--- src/rtl/ddr3_stream_tester.sv ---
// DDR3 AXI-Stream FIFO self-test sequencer: writes BURST_LEN pattern words, reads them back and checks them.
// Build option: define DDR3_TEST_LFSR_EN for a 16-bit LFSR pattern instead of the incrementing pattern.
module ddr3_stream_tester #(
  parameter int                DATA_W    = 16,
  parameter int                BURST_LEN = 1024,
  parameter logic [DATA_W-1:0] SEED      = 'h0001,
  parameter int                TIMEOUT   = 65535,
  parameter int                LOOP      = 0
) (
  input  logic              clk,
  input  logic              rst_n,
  input  logic              init_calib_complete,
  output logic              wr_tvalid,
  input  logic              wr_tready,
  output logic [DATA_W-1:0] wr_tdata,
  input  logic              rd_tvalid,
  output logic              rd_tready,
  input  logic [DATA_W-1:0] rd_tdata,
  output logic              test_done,
  output logic              test_pass,
  output logic              test_fail,
  output logic              timeout_flag,
  output logic [15:0]       err_cnt,
  output logic [15:0]       pass_cnt,
  output logic [3:0]        state_o
);

  typedef enum logic [3:0] {
    S_IDLE  = 4'b0001,
    S_WRITE = 4'b0010,
    S_READ  = 4'b0100,
    S_DONE  = 4'b1000
  } state_t;

  localparam logic [15:0] LAST_IDX = 16'(BURST_LEN - 1);
  localparam logic [15:0] IDLE_MAX = 16'(TIMEOUT);

  state_t            r_state;
  state_t            w_state_nxt;
  logic [DATA_W-1:0] r_wr_data;
  logic [DATA_W-1:0] r_exp;
  logic [15:0]       r_wr_cnt;
  logic [15:0]       r_rd_cnt;
  logic [15:0]       r_idle_cnt;
  logic [15:0]       r_err_cnt;
  logic [15:0]       r_pass_cnt;
  logic              r_timeout;
  logic              r_done;
  logic              r_pass;
  logic              r_fail;

  logic              w_wr_beat;
  logic              w_rd_beat;
  logic              w_abort;
  logic              w_restart;
  logic              w_timeout;
  logic              w_read_entry;
  logic              w_done_entry;
  logic [15:0]       w_idle_nxt;
  logic [15:0]       w_err_nxt;

  function automatic logic [DATA_W-1:0] f_next(input logic [DATA_W-1:0] d);
    logic [DATA_W-1:0] n;
`ifdef DDR3_TEST_LFSR_EN
    n       = d;
    n[15:0] = {d[14:0], d[15] ^ d[13] ^ d[12] ^ d[10]};
`else
    n = d + DATA_W'(1);
`endif
    return n;
  endfunction

  // Handshake: a beat is tvalid & tready at a rising edge. wr_tvalid is held
  // for the whole WRITE state and wr_tdata only moves on a beat, so data is
  // stable under back-pressure; rd_tready is high for every READ cycle.
  assign wr_tvalid    = (r_state == S_WRITE);
  assign rd_tready    = (r_state == S_READ);
  assign wr_tdata     = r_wr_data;
  assign test_done    = r_done;
  assign test_pass    = r_pass;
  assign test_fail    = r_fail;
  assign timeout_flag = r_timeout;
  assign err_cnt      = r_err_cnt;
  assign pass_cnt     = r_pass_cnt;
  assign state_o      = r_state;

  always_comb begin
    w_state_nxt = r_state;
    w_wr_beat   = 1'b0;
    w_rd_beat   = 1'b0;
    w_abort     = 1'b0;
    w_restart   = 1'b0;
    w_timeout   = 1'b0;
    w_idle_nxt  = r_idle_cnt;
    w_err_nxt   = r_err_cnt;
    case (r_state)
      S_IDLE: begin
        if (init_calib_complete) w_state_nxt = S_WRITE;
      end
      S_WRITE: begin
        if (!init_calib_complete) begin
          w_abort     = 1'b1;
          w_state_nxt = S_IDLE;
        end else if (wr_tready) begin
          w_wr_beat = 1'b1;
          if (r_wr_cnt == LAST_IDX) w_state_nxt = S_READ;
        end
      end
      S_READ: begin
        if (!init_calib_complete) begin
          w_abort     = 1'b1;
          w_state_nxt = S_IDLE;
        end else if (rd_tvalid) begin
          w_rd_beat  = 1'b1;
          w_idle_nxt = 16'd0;
          if ((rd_tdata != r_exp) && (r_err_cnt != 16'hFFFF)) w_err_nxt = r_err_cnt + 16'd1;
          if (r_rd_cnt == LAST_IDX) w_state_nxt = S_DONE;
        end else begin
          w_idle_nxt = r_idle_cnt + 16'd1;
          if (w_idle_nxt == IDLE_MAX) begin
            w_timeout   = 1'b1;
            w_state_nxt = S_DONE;
          end
        end
      end
      S_DONE: begin
        // Calibration status is deliberately ignored once the verdict is latched.
        if ((LOOP != 0) && r_pass) begin
          w_restart   = 1'b1;
          w_state_nxt = S_WRITE;
        end
      end
      default: w_state_nxt = S_IDLE;
    endcase
  end

  assign w_read_entry = (r_state == S_WRITE) && (w_state_nxt == S_READ);
  assign w_done_entry = (r_state != S_DONE) && (w_state_nxt == S_DONE);

  always_ff @(posedge clk) begin
    if (!rst_n) r_state <= S_IDLE;
    else        r_state <= w_state_nxt;
  end

  always_ff @(posedge clk) begin
    if (!rst_n) begin
      r_wr_data  <= SEED;
      r_exp      <= SEED;
      r_wr_cnt   <= 16'd0;
      r_rd_cnt   <= 16'd0;
      r_idle_cnt <= 16'd0;
      r_err_cnt  <= 16'd0;
      r_pass_cnt <= 16'd0;
      r_timeout  <= 1'b0;
      r_done     <= 1'b0;
      r_pass     <= 1'b0;
      r_fail     <= 1'b0;
    end else if (w_abort || w_restart) begin
      // Abort and loop restart both start a clean pass; only pass_cnt survives.
      r_wr_data  <= SEED;
      r_exp      <= SEED;
      r_wr_cnt   <= 16'd0;
      r_rd_cnt   <= 16'd0;
      r_idle_cnt <= 16'd0;
      r_err_cnt  <= 16'd0;
      r_timeout  <= 1'b0;
      r_done     <= 1'b0;
      r_pass     <= 1'b0;
      r_fail     <= 1'b0;
      if (w_restart) r_pass_cnt <= r_pass_cnt + 16'd1;
    end else begin
      if (w_wr_beat) begin
        r_wr_data <= f_next(r_wr_data);
        r_wr_cnt  <= r_wr_cnt + 16'd1;
      end
      if (w_read_entry) begin
        r_exp      <= SEED;
        r_idle_cnt <= 16'd0;
      end
      if (w_rd_beat) begin
        r_exp    <= f_next(r_exp);
        r_rd_cnt <= r_rd_cnt + 16'd1;
      end
      if (r_state == S_READ) r_idle_cnt <= w_idle_nxt;
      r_err_cnt <= w_err_nxt;
      if (w_timeout) r_timeout <= 1'b1;
      if (w_done_entry) begin
        r_done <= 1'b1;
        r_pass <= (w_err_nxt == 16'd0) && !w_timeout;
        r_fail <= !((w_err_nxt == 16'd0) && !w_timeout);
      end
    end
  end

endmodule

--- config.mk ---
export PLATFORM = sky130hd
export DESIGN_NAME = ddr3_stream_tester
export DESIGN_NICKNAME = d
export VERILOG_FILES = /design/src/rtl/ddr3_stream_tester.sv
export SDC_FILE = /design/constraint.sdc
export NUM_CORES = 1
export LEC_CHECK = 0
export CAP_MARGIN = 30
export CELL_PAD_IN_SITES_DETAIL_PLACEMENT = 0
export CELL_PAD_IN_SITES_GLOBAL_PLACEMENT = 2
export CORE_MARGIN = 5
export CORE_UTILIZATION = 35
export CTS_BUF_LIST = sky130_fd_sc_hd__clkbuf_4 sky130_fd_sc_hd__clkbuf_8 sky130_fd_sc_hd__clkbuf_16
export CTS_CLUSTER_SIZE = 20
export DETAILED_ROUTE_END_ITERATION = 7
export PLACE_DENSITY = 0.83
export SKIP_LAST_GASP = 1
export SLEW_MARGIN = 15
export SYNTH_ARGS = -nofsm -noshare
export SYNTH_HDL_FRONTEND = slang
export SYNTH_SLANG_ARGS = --single-unit
--- constraint.sdc ---
create_clock -name clk -period 4.45 [get_ports clk]
set_input_delay 0.445 -clock clk [delete_from_list [all_inputs] [get_ports clk]]
set_output_delay 0.445 -clock clk [all_outputs]
set_load 0.01 [all_outputs]
# Word level (Yosys, flattened, before mapping)
# Cells that the tools add are included.
# word_totals
inputBits	21
output_inout_bits	58
ff_bits	104
# classes
reduce_logical	12
n_bitwise	1
muxes	31
n_eq_ne	13
addsub	6
# ops
operator	count
$mux W16	10
$add A16 B1 Y16 const B	6
$eq A16 B10 Y1 const B	2
$mux W4	8
$eq A16 B16 Y1 const B	1
$logic_not A16 Y1	1
$ne A16 B16 Y1	1
$ne A16 B16 Y1 const B	1
$pmux W4 S4	1
$mux W1	12
$eq A4 B3 Y1 const B	2
$eq A4 B4 Y1 const B	2
$eq A4 B1 Y1 const B	1
$eq A4 B2 Y1 const B	1
$logic_and A1 B1 Y1	4
$ne A4 B4 Y1 const B	1
$reduce_bool A2 Y1	2
$reduce_or A2 Y1	2
$logic_not A1 Y1	2
$ne A2 B2 Y1 const B	1
$reduce_and A2 Y1	1
$not A1 Y1	1

# Longest topological paths before layout
# logic_depth
depth_word	10
depth_mapped	10
ltp_nobuf	8

# Least setup slack after synthesis
# No wires, ideal clock.
# synth_path
kind	flip-flop to flip-flop
from	register r_state[0], in the netlist state_o[0]
to	register r_fail, in the netlist test_fail
arrival_ns	2.437
t_required_ns	4.335
path_stages_with_launch	9
setup_time_ns	0.115
n_path_buf	1
setup_slack_ns	1.898
cell_sequence	dfxtp_1 buf_6 nor4b_4 nand3_2 or3_1 nor4b_2 o22ai_1 or4_4 o21a_1
# synth_between
elab_cells_between_ends	25
classes_between	eq/ne (6); mux (12); reduce/logical (7)
# synth_rtl
element	line_no	source
start: declaration	38	state_t r_state;
start signal: assignment	142	else r_state <= w_state_nxt;
$eq A4 B3 Y1 *	n/a	
net rd_tready	17	output logic rd_tready,
$mux W16 / $mux W1 (equally long branches)	96	case (r_state)
$logic_not A16 Y1 / $logic_not A1 Y1 (equally long branches)	190	r_fail <= !((w_err_nxt == 16'd0) && !w_timeout);
$logic_and A1 B1 Y1	190	
$logic_not A1 Y1	190	
end signal: assignment	190	
end: declaration	50	logic r_fail;
# Mark *: on every way through the listed nets, which the timed path passes. The rest lies on a longest branch.
# A chain may end at the register's enable or synchronous reset.

# Worst setup path in the final report
# layout_path
from	register r_idle_cnt[0]
to	register r_pass, in the netlist test_pass
# layout_between
elab_chain_cells	8
elab_cells_between_ends	14
classes_between	add/sub (1); eq/ne (2); mux (8); reduce/logical (3)
# layout_lines
element	line_no	source
start: declaration	44	logic [15:0] r_idle_cnt;
start signal: assignment	184	if (r_state == S_READ) r_idle_cnt <= w_idle_nxt;
$add A16 B1 Y16 *	119	w_idle_nxt = r_idle_cnt + 16'd1;
$eq A16 B16 Y1 *	120	if (w_idle_nxt == IDLE_MAX) begin
$mux W4 / $mux W1 (equally long branches)	120	
$mux W4 / $mux W1 (equally long branches)	113	end else if (rd_tvalid) begin
$mux W4 / $mux W1 (equally long branches)	110	if (!init_calib_complete) begin
$pmux W4 S4 / $mux W1 (equally long branches)	96	
$eq A4 B4 Y1 / $logic_not A1 Y1 (equally long branches)	138, 189	
$logic_and A1 B1 Y1 (on tied branches)	138, 189	
end signal: assignment	189	r_pass <= (w_err_nxt == 16'd0) && !w_timeout;
end: declaration	49	logic r_pass;
# Every way passes the cells marked *; elsewhere a longest branch is shown, timed or not.

==> qor.csv <==
stage,metric,value,unit
outcome,status,"complete, no violations",
setup_path,worst setup path startpoint,r_idle_cnt[0]$_SDFFE_PP0P_,
setup_path,Setup Crit Path Kind,flip-flop to flip-flop,
synthesis,largest family of logic cells by synthesized area,simple AND/OR/NAND/NOR gates,
clocking,H-tree depth,3,
floorplanning,row count,46,
timing,Max Clk Rate,0.3233,GHz
job,max_cap viols,0,
timing,worst slew pin tran,0.8866,ns
placed_design,Port Buffers,62,
synthesis,cell area after synthesis,0.005617,mm^2
timing,Setup Viol. Count Final,0,
power,pwr dens,277.6,mW/mm^2
layout,final instance area,0.006655,mm^2
synthesis,portion of netlist area occupied by mux cells,0.005346,
setup_path,Worst path max stage delay,0.68,ns
placed_design,DP Area,0.006341,mm^2
setup_path,CP startpoint kind,flip-flop,
synthesis,Synth area leaders,"dfxtp_1 (37%), xor2_1 (8.3%), nor2_1 (7.3%)",
timing,max-slew violations,0,
detailed_routing,via/cell ratio,5.170,
layout,fin nets,768,
setup_path,crit-path cells,"ha_1, inv_1, nor4_1, xnor2_1, a211o_1, nor3_1, or3_1, o31ai_2",
global_route,GRT Total Usage,0.1578,
synthesis,Synth Register Bits,104,
floorplanning,die width,136.7,um
timing,setup_tns,0,ns
worst_hold_path,hold_sp,timeout_flag$_SDFFE_PP0P_,
detailed_routing,Routed WL,13990,um
power,leakage power,2.255,nW
timing,RSZ-0062 raised after global routing,no,
timing,Final Hold Fails,0,
timing,slew margin rel.,0.4067,
synthesis,post-synthesis sequential area ratio,0.3707,
clocking,cts bufs inserted,9,
synthesis,Post-Synth Adder-Cell Area,0.01559,
floorplanning,die area,0.01868,mm^2
detailed_routing,DR vias,4968,
floorplanning,Core Area,0.01583,mm^2
layout,# diodes,0,
setup_path,Crit. End Element,flip-flop,
synthesis,fraction of post-synthesis cell area in the top cell type by area,0.3707,
clocking,cts hold-fix bufs,0,
synthesis,Mean Syn Cell Area,8.024,um^2
setup_path,CP arrival,3.32,ns
setup_path,buffer and inverter count on the worst path,1,
global_route,global-route congestion overflow total,0,
placed_design,hpwl dp,9878,um
clocking,Longest Clk Path Bufs,2,
setup_path,Crit path max-delay family,simple AND/OR/NAND/NOR gates,
detailed_routing,DRT antenna net count,0,
floorplanning,Starting Density,0.3549,
synthesis,Simple-Gate Fraction of Synth Area,0.3021,
global_route,vias in the first global route,4815,
detailed_routing,First-pass DRT Iterations,4,
timing,Clock Skew,0.008204,ns
detailed_routing,iteration-0 DRC count of the detailed router,257,
clocking,Clock Pin Slew Worst Setup and Hold Paths,0.07,ns
floorplanning,Die Y-Extent,136.7,um
floorplanning,Ports,79,
synthesis,"FFs w/ async S/R, synth",0,
synthesis,"Primary FF master, synth",dfxtp_1,
worst_hold_path,Hold Crit Class,flip-flop to flip-flop,
global_route,initial antenna violation count,1,
detailed_routing,WL per Instance,14.56,um
layout,Area Overhead vs Synth,18.49,%
synthesis,Mapped Cells,700,
synthesis,xor-xnor portion of the synthesized cell area,0.1216,
clocking,# resized after CTS,0,
placed_design,placed cells,945,
layout,fillers,1597,
clocking,postcts setup bufs,0,
power,Pwr Total,1.848,mW
power,Peak VDD IR,0.1750,mV
layout,post-route insts no fill,961,
clocking,clock sinks,104,
global_route,first-pass GRT wire length,23960,um
layout,share of post-route cells with drive strength above 1,0.04698,
synthesis,"Distinct cells, synth",60,
clocking,CTS tree,yes,
clocking,worst-skew pair later-pin latency,0.35,ns
setup_path,CP required,4.68,ns
setup_path,"slowest stage cell, crit path",nor4_1,
global_route,pin count of the biggest net entering global routing,86,
placed_design,gpl congestion,0.8144,
synthesis,Compound-Gate Fraction of Synth Area,0.1301,
synthesis,number of synthesized flops with an enable pin,0,
setup_path,crit-path max FO,8,
timing,worst hold slack,0.4865,ns
detailed_routing,number of remaining DRC errors,0,
timing,fin crit period,3.093,ns
synthesis,Yosys top cell by area,dfxtp_1,
setup_path,r2r startpoint,r_idle_cnt[0]$_SDFFE_PP0P_,
synthesis,Synth warnings,0,
timing,Tcrit/Tclk final,0.6950,
clocking,CTS root buffer,clkbuf_16,
## Yosys cell counts (16+ instances only)
master and count:
xor2_1 53, xnor2_1 25, buf_4 16, dfxtp_1 104
nor3_1 22, o21ai_0 39, clkbuf_1 29, and3_1 20
nor2_1 109, nand2_1 51, nand4_1 21, nand3_1 27
or3_1 17, a21oi_1 47
## worst min-delay path: stages (launching register included)
cell,delay (ns)
dfxtp_1,0.34
nor2_1,0.05
nor2_1,0.07
## flip-flops by register name, indices dropped and copies added, names as in the netlist
register	flops
err_cnt	16
r_exp	16
r_idle_cnt	16
r_rd_cnt	16
r_wr_cnt	16
wr_tdata	16
state_o	4
test_done	1
test_fail	1
test_pass	1
timeout_flag	1
## routing by layer
layer / up-vias / wire length (um) / GRT usage / share of wire
li1: 2514 / - / - / -
met1: 2341 / 6536 / 0.2103 / 0.47
met2: 97 / 6565 / 0.2533 / 0.47
met3: 14 / 673 / 0.03713 / 0.048
met4: 2 / 199 / 0.04871 / 0.014
met5: - / 18 / 0 / 0.0013
## power by group
part           leakage [nW]  switching, mW  internal, mW
Sequential            0.838        0.00525         0.932
Combinational          1.27         0.0412        0.0303
Clock                 0.151          0.379         0.460
## placed cells by master (no fill, tap or decap), types with 16 or more instances in the layout
master             n
or3_1             17
a21oi_1           47
conb_1            16
nand4_1           21
nand3_1           27
nor3_1            22
nand2_1           51
clkdlybuf4s50_1   62
xor2_1            53
dfxtp_1          104
nor2_1           109
xnor2_1           25
and3_1            20
o21ai_0           39
## cells by family after synthesis
logic type / count (synthesis)
AO/OA/AOI/OAI: 123
XOR/XNOR: 78
adder cells (fa/ha/maj): 7
buffers and inverters: 59
flip-flops: 104
multiplexers: 3
other: 1
AND/OR/NAND/NOR: 325
## area by class of cell
| type | count | area [um^2] | area share |
|---|---|---|---|
| timing repair buffer | 66 | 663.1 | 0.09964 |
| clock inverter | 6 | 75.07 | 0.01128 |
| inverter | 7 | 26.28 | 0.003948 |
| tap | 216 | 270.3 | 0.04061 |
| multi-input combinational | 552 | 3299 | 0.4958 |
| sequential | 104 | 2082 | 0.3128 |
| clock buffer | 10 | 239.0 | 0.03591 |
## per-stage QoR
stage | setup WS [ns] | util
2_1_floorplan | 1.898 | -
3_5_place_dp | 1.233 | 0.4006
6_report | 1.357 | 0.4205
4_1_cts | 1.327 | 0.4205
5_1_grt | 1.162 | 0.4205
3_3_place_gp | 1.262 | 0.4006
## path summary, 6_finish.rpt
check	slack, ns	cells past startpoint	end
max	1.36	8	test_pass$_SDFFE_PP0P_
max reg2reg	1.36	8	test_pass$_SDFFE_PP0P_
min	0.49	2	timeout_flag$_SDFFE_PP0P_
min reg2reg	0.49	2	timeout_flag$_SDFFE_PP0P_
Note: power is estimated with default switching activity, not from simulation.
